### config.mk
export PLATFORM = sky130hd
export DESIGN_NAME = mux8t1_8
export DESIGN_NICKNAME = d
export VERILOG_FILES = /design/src/rtl/mux8t1_8_pkg.sv /design/src/rtl/mux8t1_1.sv /design/src/rtl/mux8t1_8.sv
export SDC_FILE = /design/constraint.sdc
export NUM_CORES = 1
export LEC_CHECK = 0
export ABC_AREA = 0
export ABC_CLOCK_PERIOD_IN_PS = 4100
export BUFFER_PORTS_ARGS = -buffer_cell sky130_fd_sc_hd__buf_2
export CAP_MARGIN = 30
export CORE_MARGIN = 5
export CORE_UTILIZATION = 36
export DETAILED_ROUTE_END_ITERATION = 8
export PLACE_DENSITY = 0.84
export SETUP_SLACK_MARGIN = 0.15
export SLEW_MARGIN = 20
export SYNTH_ARGS = -nofsm -noshare
export SYNTH_HDL_FRONTEND = slang
export SYNTH_SLANG_ARGS = --single-unit
### constraint.sdc
create_clock -name clk -period 4.1 [get_ports clk]
set_clock_uncertainty 0.1 [all_clocks]
set_input_delay 0.615 -clock clk [delete_from_list [all_inputs] [get_ports clk]]
set_output_delay 0.615 -clock clk [all_outputs]
set_load 0.02 [all_outputs]
### src/rtl/mux8t1_8_pkg.sv
// Shared constants, types and the parity helper for the registered 8:1 byte mux.
package mux8t1_8_pkg;

    localparam int WIDTH = 8;
    localparam int N_IN  = 8;
    localparam int SEL_W = 3;

    typedef logic [WIDTH-1:0] data_t;
    typedef logic [SEL_W-1:0] sel_t;

    // Even parity: the bit that makes the total count of ones even.
    function automatic logic even_par(input data_t d);
        return ^d;
    endfunction

endpackage : mux8t1_8_pkg

### src/rtl/mux8t1_1.sv
// One bit slice of the selector: picks d[sel] out of eight candidate bits.
module mux8t1_1
    import mux8t1_8_pkg::*;
(
    input  logic [N_IN-1:0]  d,
    input  logic [SEL_W-1:0] sel,
    output logic             y
);

    // Every sel code addresses a real input, so a direct index needs no fallback.
    always_comb begin
        y = d[sel];
    end

endmodule : mux8t1_1

### src/rtl/mux8t1_8.sv
// Registered 8:1 mux of WIDTH-bit words built from per-bit mux8t1_1 slices.
// Define MUX8T1_8_PARITY_EN to add the registered even-parity output par.
module mux8t1_8
#(
    parameter int WIDTH = mux8t1_8_pkg::WIDTH
)
(
    input  logic                            clk,
    input  logic                            rst,
    input  logic [mux8t1_8_pkg::SEL_W-1:0]  sel,
    input  logic [WIDTH-1:0]                x0,
    input  logic [WIDTH-1:0]                x1,
    input  logic [WIDTH-1:0]                x2,
    input  logic [WIDTH-1:0]                x3,
    input  logic [WIDTH-1:0]                x4,
    input  logic [WIDTH-1:0]                x5,
    input  logic [WIDTH-1:0]                x6,
    input  logic [WIDTH-1:0]                x7,
    output logic [WIDTH-1:0]                o
`ifdef MUX8T1_8_PARITY_EN
    ,
    output logic                            par
`endif
);

    import mux8t1_8_pkg::*;

    logic [WIDTH-1:0] mux_s;
    logic [WIDTH-1:0] o_r;

    // Slice i gathers bit i of every input so bit order is preserved end to end.
    for (genvar i = 0; i < WIDTH; i++) begin : g_slice
        logic [N_IN-1:0] col_s;

        assign col_s = {x7[i], x6[i], x5[i], x4[i], x3[i], x2[i], x1[i], x0[i]};

        mux8t1_1 u_bit (
            .d   (col_s),
            .sel (sel),
            .y   (mux_s[i])
        );
    end

    // Output register: synchronous clear wins over the selected data.
    always_ff @(posedge clk) begin
        if (rst) begin
            o_r <= {WIDTH{1'b0}};
        end else begin
            o_r <= mux_s;
        end
    end

    assign o = o_r;

`ifdef MUX8T1_8_PARITY_EN
    logic par_r;

    // Parity is taken from the word being loaded so it lines up with o.
    always_ff @(posedge clk) begin
        if (rst) begin
            par_r <= 1'b0;
        end else begin
            par_r <= even_par(mux_s);
        end
    end

    assign par = par_r;
`endif

endmodule : mux8t1_8

==> results of run 1 <==
## routing by layer
layer,vias to the layer above,wire [um],global-route usage
li1,342,-,-
met1,344,844,0.189
met2,49,1210,0.271
met3,0,212,0.0245
met4,0,0,0.0249
met5,-,0,0
## how the worst max path moves through the flow
stage | startpoint | endpoint | cells past startpoint
global placement | sel[0] | o[0]$_SDFF_PP0_ | 4
global route | sel[0] | o[1]$_SDFF_PP0_ | 4
detailed placement | sel[0] | o[0]$_SDFF_PP0_ | 4
CTS | sel[0] | o[0]$_SDFF_PP0_ | 4
finish | sel[0] | o[0]$_SDFF_PP0_ | 4
floorplan | sel[0] | o[5]$_SDFF_PP0_ | 5
## cell type report
class	count	share of cell area
Clock buffer	3	0.0207
Multi-Input combinational cell	32	0.452
Sequential cell	8	0.147
Tap cell	27	0.0310
Timing Repair Buffer	76	0.349
## through the flow
stage               hold WS [ns]  instance area [um2]  setup WS [ns]  std cells   util
finish                     0.549                 1090           2.28        146  0.567
global placement           0.791                 1070           2.04        143  0.555
global route               0.549                 1090           2.19        146  0.567
detailed placement         0.801                 1070           2.00        143  0.555
floorplan                  0.798                  706           2.35         46      -
CTS                        0.546                 1090           2.26        146  0.567
## cell usage in the layout (no fill, tap or decap), drive strengths merged
master,Yosys,final
buf,6,76
mux4,16,16
mux2i,8,8
nor2,8,8
dfxtp,8,8
clkbuf,0,3
## logic make-up after synthesis
kind of cell | synth area share
muxes | 0.656
DFF | 0.227
and+or+nand+nor | 0.0426
buffers and inverters | 0.0745
## power by group through the flow
| stage | clock network, mW | logic, mW | registers [mW] |
|---|---|---|---|
| final | 0.0564 | 0.0963 | 0.0865 |
| after global routing | 0.0635 | 0.104 | 0.0871 |
| after CTS | 0.0582 | 0.0967 | 0.0866 |
| after detailed placement | 0 | 0.0961 | 0.0881 |
| after global placement | 0 | 0.0936 | 0.0881 |
| after floorplan | 0 | 0.0484 | 0.0981 |
==> summary.md, run 1 <==
| Metric | Value |
|---|---|
| Largest net degree at the start of global routing | `17` |
| Resized Gates After CTS | `0` |
| Clock Sinks | `8` |
| Clock-pin slew on the worst setup and hold paths | `0.05 ns` |
| Routed wire length per instance | `15.5 um` |
| Count of input and output buffers | `76` |
| Part of the power in the clock network | `0.236` |
| Cells after Synth | `46` |
| Crit start category | `input pin` |
| Max-Cap Viols | `0` |
| Clock buffer count from CTS | `3` |
| Post-detailed-routing wire length | `2260 um` |
| CTS Root Cell | `clkbuf_4` |
| Combined area of the multi-input logic cells | `493 um2` |
| Portion of the clock cycle consumed by the worst path in the final layout | `0.445` |
| Die Outline Area | `2950 um2` |
| Deepest clock path buffer count | `2` |
| Share of final-layout standard cells stronger than drive strength 1 | `0.748` |
| Power density of the placed cells | `219 nW/um2` |
| Endpoint required time on the critical path | `4.13 ns` |
| Via count of the first global-routing pass | `736` |
| Sequential cell area in the final layout | `160 um2` |
| Routability-driven placement congestion ratio | `0.810` |
| Power Total | `239 uW` |
| Overflow left after global routing | `0` |
| Type of destination of the critical path | `flip-flop` |
| Net Switching | `63.6 uW` |
| Leakage | `0.576 nW` |
| Comb power frac | `0.402` |
| Total track usage | `0.150` |
| Cells on Worst Hold Path | `2` |
| Maximum vdd drop | `0.138 mV` |
| Fraction of registers with async set or reset after synthesis | `0` |
| Critical path, cell by cell | `buf_2 -> mux4_1 -> mux2i_1 -> nor2_1` |
| Mean number of vias per cell | `5.03` |
| Most frequent cell after synthesis | `mux4_2` |
| Clock tree from TritonCTS | `done` |
| Mean instance size in the synthesized netlist | `15.3 um2` |
| Die Y-Extent | `54.3 um` |
| Synth cell types | `10` |
| Site row count | `16` |
| Critical path peak fanout | `16` |
| Count of vias placed by the detailed router | `735` |
| Starting density of the core | `0.367` |
| Number of DRC markers after the initial detailed-route iteration | `5` |
| Layout overhead on the synthesized area | `54.4%` |
| CP Class | `in -> reg` |
| Hold violation count in the final report | `0` |
| Core outline area | `1920 um2` |
| Biggest cell delay along the critical path | `0.64 ns` |
| Warnings, synthesis | `0` |
| Number of enable-type register cells in the synthesized netlist | `0` |
| Setup tns final | `0 ns` |
| Global-route wire length before repair | `3160 um` |
| Biggest area consumer among synthesized cells | `mux4_2` |
| Worst hold-check path type | `in -> reg` |
| Width of the die | `54.3 um` |
| Slew at the pin closest to its max-slew limit | `0.474 ns` |
| Buffer count from post-CTS setup fixing | `0` |
| Switching part of the total power | `0.266` |
| Post-Syn Area | `706 um2` |
| Fin. max-slew vios | `0` |
| Worst Hold Path EP | `o[3]$_SDFF_PP0_` |
| Drc violations | `0` |
| Hold path startpoint | `rst` |
| Pre-Repair DR Iteration Count | `4` |
| Synth top area cells | `mux4_2 (32%), dfxtp_1 (23%), mux4_1 (22%)` |
| Number of synthesized register bits | `8` |
| Post-synthesis sequential area ratio | `0.227` |
| Share of total power in sequential cells | `0.362` |
| I/O Pins | `77` |
| Ranking of synthesized cells by instance count | `mux4_2 (10), dfxtp_1 (8), mux2i_1 (8), nor2_1 (8), mux4_1 (6)` |
| Worst-case headroom to the max-slew limit | `0.684` |
| Number of routed nets with antenna violations | `0` |
| Flip-flop count of the largest register, all copies and words added | `8` |
| Time the final worst path needs with I/O delays and setup | `1.82 ns` |
| CP top delay family | `multiplexers` |
| Internal portion of total power | `176 uW` |
| Number of antenna violations at the first check in global routing | `0` |
| Setup violation total in the final timing report | `0` |
| Filler instances | `178` |
| Synth Net Count | `115` |
| Commonest register cell after synthesis | `dfxtp_1` |
| Number of inserted diodes | `0` |
| Number of hold-repair buffers added at the cts stage | `0` |
| Number of buffer and inverter instances along the worst setup path | `1` |
| Slowest library cell on the worst path | `mux4_1` |
| Run status | `finished, final reports clean` |
| CTS HTree Levels | `1` |
| Setup repair after global routing missed its margin | `no` |
| Share of Yosys cell area claimed by the top area cell type | `0.319` |
| CP arrival | `1.86 ns` |
| Final Net Count | `190` |
| Max Clk Rate | `0.548 GHz` |
Note: power is estimated with default switching activity, not from simulation.
==> run 2: changes to the inputs <==
- ABC_CLOCK_PERIOD_IN_PS: 4100 -> 1820
- CORE_UTILIZATION: 36 -> 34
- PLACE_DENSITY: 0.84 -> 0.8
- clock period: 4.1 -> 1.82 ns (I/O delays scaled with it)
==> run 2 against run 1 <==
Against the previous run:
- critical endpoint is now o[4]$_SDFF_PP0_
- clock-buffer cell count is the same
- global-route usage grew 2.0 points
- via count grew 3.8%
- first-iteration DRC count grew to 4.2 times the previous value
- die area grew 4.8%
- worst hold slack lost 0.36 ns
- critical path depth grew 1
- final cell count grew 0.68%
- total power grew 130%
- setup slack lost 1.9 ns
- flip-flop and latch count is the same
- wire length grew 13%
- highest routed layer is now met4
==> summary.md, run 2 (synthesis results as in run 1) <==
| Metric | Value |
|---|---|
| Run status | `finished, final reports clean` |
| Fin. max-slew vios | `0 (unchanged)` |
| Number of buffer and inverter instances along the worst setup path | `2 (+1)` |
| Final design instance area without fill | `1110 um2 (+1.8%)` |
| Slew at the pin closest to its max-slew limit | `0.333 ns (-0.141 ns)` |
| HPWL Detailed | `2200 um` |
| Part of the power in the clock network | `0.249 (+0.013)` |
| Hold violation count in the final report | `0 (unchanged)` |
| Dpl cells | `144 (+0.70%)` |
| Setup tns final | `0 ns (unchanged)` |
| Power density of the placed cells | `506 nW/um2 (+130%)` |
| Post-Layout Cell Count | `147 (+0.68%)` |
| Deepest clock path buffer count | `2 (unchanged)` |
| Portion of the clock cycle consumed by the worst path in the final layout | `0.766` |
| Leakage | `0.585 nW (+1.6%)` |
| Share of total power in sequential cells | `0.348 (-0.014)` |
| Max Clk Rate | `0.718 GHz` |
| Number of inserted diodes | `0 (unchanged)` |
| Final Net Count | `191 (+0.53%)` |
| Pre-Repair DR Iteration Count | `4 (unchanged)` |
| Max-Cap Viols | `0 (unchanged)` |
| Clock Sinks | `8 (unchanged)` |
| CP arrival | `1.45 ns (-0.41 ns)` |
| CTS HTree Levels | `1 (unchanged)` |
| Critical path, cell by cell | `buf_2 -> buf_12 -> mux4_1 -> mux2i_1 -> nor2_1` |
| Routed wire length per instance | `17.3 um (+12%)` |
| Most common cell after layout, fill and taps aside | `buf_2` |
| Clock-pin slew on the worst setup and hold paths | `0.06 ns (about the same)` |
| Overflow left after global routing | `0 (unchanged)` |
| Endpoint required time on the critical path | `1.87 ns (-2.26 ns)` |
| Global-route wire length before repair | `4020 um (+27%)` |
| Number of antenna violations at the first check in global routing | `0 (unchanged)` |
| Resized Gates After CTS | `0 (unchanged)` |
| Count of vias placed by the detailed router | `763 (+3.8%)` |
| Layout overhead on the synthesized area | `57.3%` |
| Flip-flop count of the largest register, all copies and words added | `8 (unchanged)` |
| Buffer count from post-CTS setup fixing | `0 (unchanged)` |
| Maximum vdd drop | `0.242 mV (+76%)` |
| Commonest cells after routing, fill and taps aside | `buf_2 (76), mux4_2 (10), mux2i_1 (8), nor2_1 (8), dfxtp_1 (8)` |
| Clock buffer count from CTS | `3 (unchanged)` |
| Biggest cell delay along the critical path | `0.56 ns (-0.08 ns)` |
| Worst hold-check path type | `in -> reg` |
| Site row count | `16 (unchanged)` |
| Width of the die | `55.6 um (+2.4%)` |
| Area post-placement | `1090 um2 (+1.9%)` |
| Switching part of the total power | `0.285 (+0.0195)` |
| Largest net degree at the start of global routing | `17 (unchanged)` |
| Number of hold-repair buffers added at the cts stage | `0 (unchanged)` |
| Number of routed nets with antenna violations | `0 (unchanged)` |
| I/O Pins | `77 (unchanged)` |
| Critical path peak fanout | `10 (-6)` |
| CP top delay family | `multiplexers` |
| Slowest library cell on the worst path | `mux4_1` |
| Via count of the first global-routing pass | `862 (+17%)` |
| CTS Root Cell | `clkbuf_4` |
| Starting density of the core | `0.360 (-0.00749)` |
| Internal portion of total power | `401 uW (+130%)` |
| Share of final-layout standard cells stronger than drive strength 1 | `0.750 (+0.00210)` |
| Total track usage | `0.170 (+0.0204)` |
| Die Outline Area | `3090 um2 (+4.8%)` |
| Number of DRC markers after the initial detailed-route iteration | `21 (+16)` |
| Crit start category | `input pin` |
| Worst-case headroom to the max-slew limit | `0.778 (+0.0940)` |
| Comb power frac | `0.403 (about the same)` |
| Routability-driven placement congestion ratio | `0.748 (-7.7%)` |
| Setup repair after global routing missed its margin | `no` |
| Type of destination of the critical path | `flip-flop` |
| Power Total | `561 uW (+130%)` |
| Drc violations | `0 (unchanged)` |
| Clock tree from TritonCTS | `done` |
| Mean number of vias per cell | `5.19 (+3.1%)` |
| Time the final worst path needs with I/O delays and setup | `1.39 ns` |
| Net Switching | `160 uW (+150%)` |
| Die Y-Extent | `55.6 um (+2.4%)` |
| Setup violation total in the final timing report | `0 (unchanged)` |
| Count of input and output buffers | `76 (unchanged)` |
| Post-detailed-routing wire length | `2550 um (+13%)` |
| CP Class | `in -> reg` |
| Core outline area | `1960 um2 (+2.1%)` |
## run 2: cell types whose count changed in the layout (fill, tap and decap cells not counted)
cell / change
buf_12: +1
## run 2: stage by stage
stage / worst slack (ns) / utilization / hold slack [ns]
detailed placement: 0.137 / 0.554 / 0.463
global route: 0.332 / 0.566 / 0.213
floorplan: 0.413 / - / 0.456
CTS: 0.407 / 0.566 / 0.193
finish: 0.426 / 0.566 / 0.191
global placement: 0.214 / 0.554 / 0.452
## run 2: power by group through the flow
stage / registers [mW] / clock network, mW / logic (mW)
2_1_floorplan: 0.221 / 0 / 0.109
3_3_place_gp: 0.199 / 0 / 0.216
3_5_place_dp: 0.199 / 0 / 0.227
4_1_cts: 0.195 / 0.141 / 0.228
5_1_grt: 0.196 / 0.149 / 0.245
6_report: 0.195 / 0.140 / 0.226
## run 2: final cells by class
cell class	count	area, um2
repair buffers	77	400
well taps	27	33.8
multi-input cells	32	493
flip-flops and latches	8	160
clock buffers	3	22.5
fillers	193	852
## run 2: path summary, 6_finish.rpt
check                  start              end  slack, ns  cells past startpoint
worst max-delay path  sel[0]  o[4]$_SDFF_PP0_       0.43                      5
worst min-delay path     rst  o[7]$_SDFF_PP0_       0.19                      2
## run 2: per-layer routing
layer / routed length, um / GRT usage / part of all wire / vias to the layer above
li1: - / - / - / 345
met3: 212 / 0.0513 / 0.083 / 7
met4: 42 / 0.0521 / 0.017 / 0
met1: 940 / 0.191 / 0.37 / 361
met2: 1350 / 0.306 / 0.53 / 50
met5: 0 / 0 / 0 / -
==> run 3: changes to the inputs <==
- ABC_AREA: 0 -> 1
- ABC_CLOCK_PERIOD_IN_PS: 1820 -> 1270
- CORE_ASPECT_RATIO: unset -> 2
- CORE_UTILIZATION: 34 -> 38
- PLACE_DENSITY: 0.8 -> 0.77
- clock period: 1.82 -> 1.27 ns (I/O delays scaled with it)
==> run 3 against run 2 <==
Against the previous run:
- clock-buffer cell count is the same
- clock power up 110%
- via count up 89%
- final cell count increased by 120%
- synthesized cell count grew to 4.8 times the previous value
- die area increased by 39%
- synthesized area is 63% higher
- global-route usage shrank 0.92 points
- flip-flop and latch count stayed put
- setup slack got worse by 0.16 ns
- final area up 37%
- core utilization is 4.7 points lower
==> summary.md, run 3 <==
| Metric | Value |
|---|---|
| Slowest library cell on the worst path | `inv_4` |
| Clock-pin slew on the worst setup and hold paths | `0.04 ns (-0.02 ns)` |
| Mean number of vias per cell | `4.47 (-14%)` |
| Number of inserted diodes | `0 (unchanged)` |
| Net Switching | `336 uW (+110%)` |
| Die Y-Extent | `87.8 um (+58%)` |
| Flip-flop count of the largest register, all copies and words added | `8 (unchanged)` |
| Post-synthesis sequential area ratio | `0.139 (-0.0877)` |
| Biggest cell delay along the critical path | `0.30 ns (-0.26 ns)` |
| Global-route wire length before repair | `5530 um (+37%)` |
| Clock buffer count from CTS | `3 (unchanged)` |
| Die Outline Area | `4290 um2 (+39%)` |
| Number of antenna violations at the first check in global routing | `0 (unchanged)` |
| Biggest area consumer among synthesized cells | `nand2_1` |
| Routed wire length per instance | `10.7 um (-38%)` |
| Run status | `finished, final reports clean` |
| Width of the die | `48.9 um (-12%)` |
| Internal portion of total power | `662 uW (+65%)` |
| Core outline area | `2940 um2 (+50%)` |
| Part of the power in the clock network | `0.297 (+0.048)` |
| CTS HTree Levels | `1 (unchanged)` |
| Commonest cells after routing, fill and taps aside | `buf_2 (76), nand2_1 (70), inv_1 (44)` |
| Worst-case headroom to the max-slew limit | `0.745 (-0.0328)` |
| Pre-Repair DR Iteration Count | `4 (unchanged)` |
| Share of total power in sequential cells | `0.279 (-0.069)` |
| Clock tree from TritonCTS | `done` |
| Resized Gates After CTS | `0 (unchanged)` |
| Type of destination of the critical path | `flip-flop` |
| Critical path peak fanout | `32 (+22)` |
| Switching part of the total power | `0.337 (+0.0514)` |
| Max Clk Rate | `0.992 GHz` |
| Logic depth of the worst setup path including buffers | `7 (+2)` |
| Area post-placement | `1480 um2 (+36%)` |
| Number of enable-type register cells in the synthesized netlist | `0 (unchanged)` |
| Final design instance area without fill | `1530 um2 (+37%)` |
| Overflow left after global routing | `0 (unchanged)` |
| Power Total | `998 uW (+78%)` |
| Drc violations | `0 (unchanged)` |
| Site row count | `28 (+12)` |
| Crit start category | `input pin` |
| Setup repair after global routing missed its margin | `no` |
| Count of vias placed by the detailed router | `1,443 (+89%)` |
| Filler instances | `363 (+88%)` |
| Share of final-layout standard cells stronger than drive strength 1 | `0.392 (-0.358)` |
| Hold violation count in the final report | `0 (unchanged)` |
| CP Class | `in -> reg` |
| Portion of the clock cycle consumed by the worst path in the final layout | `0.794` |
| HPWL Detailed | `2950 um (+34%)` |
| Commonest register cell after synthesis | `dfxtp_1` |
| Largest net degree at the start of global routing | `33 (+16)` |
| Worst hold-check path type | `in -> reg` |
| Slew at the pin closest to its max-slew limit | `0.383 ns (+0.0491 ns)` |
| Comb power frac | `0.423 (+0.020)` |
| Deepest clock path buffer count | `2 (unchanged)` |
| Fin. max-slew vios | `0 (unchanged)` |
| Time the final worst path needs with I/O delays and setup | `1.01 ns` |
| Number of routed nets with antenna violations | `0 (unchanged)` |
| Cells on Worst Hold Path | `4 (+2)` |
| Setup violation total in the final timing report | `0 (unchanged)` |
| Leakage | `1.07 nW (+84%)` |
| Post-Syn Area | `1150 um2 (+63%)` |
| Dpl cells | `320 (+120%)` |
| Combined area of the multi-input logic cells | `626 um2 (+27%)` |
| Starting density of the core | `0.391 (+0.0310)` |
| Number of synthesized register bits | `8 (unchanged)` |
| Routability-driven placement congestion ratio | `0.865 (+16%)` |
| Cells after Synth | `223 (+380%)` |
| Synth cell types | `17 (+7)` |
| Number of DRC markers after the initial detailed-route iteration | `39 (+86%)` |
| Sequential cell area in the final layout | `160 um2 (unchanged)` |
| Final Net Count | `364 (+91%)` |
| Post-Layout Cell Count | `323 (+120%)` |
| Share of Yosys cell area claimed by the top area cell type | `0.229 (-0.0906)` |
| Setup tns final | `0 ns (unchanged)` |
| Synth top area cells | `nand2_1 (23%), nand3_1 (16%), inv_1 (14%)` |
| Most common cell after layout, fill and taps aside | `buf_2` |
| Hold slack final | `0.223 ns (+0.0324 ns)` |
| Buffer count from post-CTS setup fixing | `0 (unchanged)` |
| Number of buffer and inverter instances along the worst setup path | `2 (unchanged)` |
| Synth Net Count | `292 (+150%)` |
| Fraction of registers with async set or reset after synthesis | `0 (unchanged)` |
| Ranking of synthesized cells by instance count | `nand2_1 (70), inv_1 (44), nand3_1 (36), inv_2 (16), nor2_1 (16)` |
| Power density of the placed cells | `655 nW/um2 (+29%)` |
| Warnings, synthesis | `0 (unchanged)` |
| Critical path, cell by cell | `buf_2 -> inv_4 -> nand2_1 -> nand3_1 -> nand3_1 -> nand2_1 -> nor2_1` |
| CP top delay family | `buffers and inverters` |
| Max-Cap Viols | `0 (unchanged)` |
| Number of hold-repair buffers added at the cts stage | `0 (unchanged)` |
| Clock Sinks | `8 (unchanged)` |
| Layout overhead on the synthesized area | `32.6%` |
| Maximum vdd drop | `0.429 mV (+77%)` |
| Endpoint required time on the critical path | `1.29 ns (-0.58 ns)` |
| Post-detailed-routing wire length | `3450 um (+35%)` |
| CP arrival | `1.02 ns (-0.43 ns)` |
| Via count of the first global-routing pass | `1,447 (+68%)` |
| Most frequent cell after synthesis | `nand2_1` |
| Mean instance size in the synthesized netlist | `5.16 um2 (-66%)` |
| Total track usage | `0.161 (-0.00915)` |
| I/O Pins | `77 (unchanged)` |
| CTS Root Cell | `clkbuf_8` |
| Count of input and output buffers | `76 (unchanged)` |
## run 3: cell count changes in the layout (fill, tap and decap cells not counted), sizes merged
| cell | change |
|---|---|
| mux4 | -16 |
| mux2i | -8 |
| nor2 | +8 |
| nand3 | +40 |
| inv | +62 |
| nand2 | +80 |
| buf | +2 |
| clkinv | +5 |
## run 3: path summary, 6_finish.rpt
kind | startpoint | to | slack (ns)
worst min-delay path | rst | o[3]$_SDFF_PP0_ | 0.22
worst max-delay path | sel[0] | o[6]$_SDFF_PP0_ | 0.26
## run 3: logic make-up after synthesis
family                 after synthesis  synth area share
and+or+nand+nor                    136             0.544
buffers and inverters               79             0.317
DFF                                  8             0.139
## run 3: power groups by stage
stage                     Combinational, mW  Clock, mW  Sequential [mW]
after floorplan                       0.250          0            0.313
after global placement                0.421          0            0.284
after detailed placement              0.426          0            0.283
after CTS                             0.427      0.296            0.279
after global routing                  0.480      0.321            0.281
final                                 0.423      0.297            0.279
## run 3: layout make-up
cell class	count	share of cell area
Inverter	67	0.169
Timing Repair Buffer	79	0.264
Sequential cell	8	0.105
Clock buffer	3	0.0271
Tap cell	30	0.0246
Multi-Input combinational cell	136	0.410
## run 3: per-layer routing
| metal | track usage | share of wire |
|---|---|---|
| met2 | 0.335 | 0.61 |
| met1 | 0.136 | 0.30 |
| met5 | 0 | 0 |
| met4 | 0.0833 | 0.029 |
| met3 | 0.0324 | 0.058 |
## run 3: through the flow
stage | utilization | setup WS (ns)
after CTS | 0.518 | 0.268
after detailed placement | 0.504 | 0.0349
after global placement | 0.504 | 0.0468
after floorplan | - | 0.284
final | 0.518 | 0.262
after global routing | 0.518 | 0.165
## run 3: tightest hold or removal path: stages
cell and delay (ns):
buf_2 0.09, clkinv_2 0.10, nand2_1 0.09, nor2_1 0.03
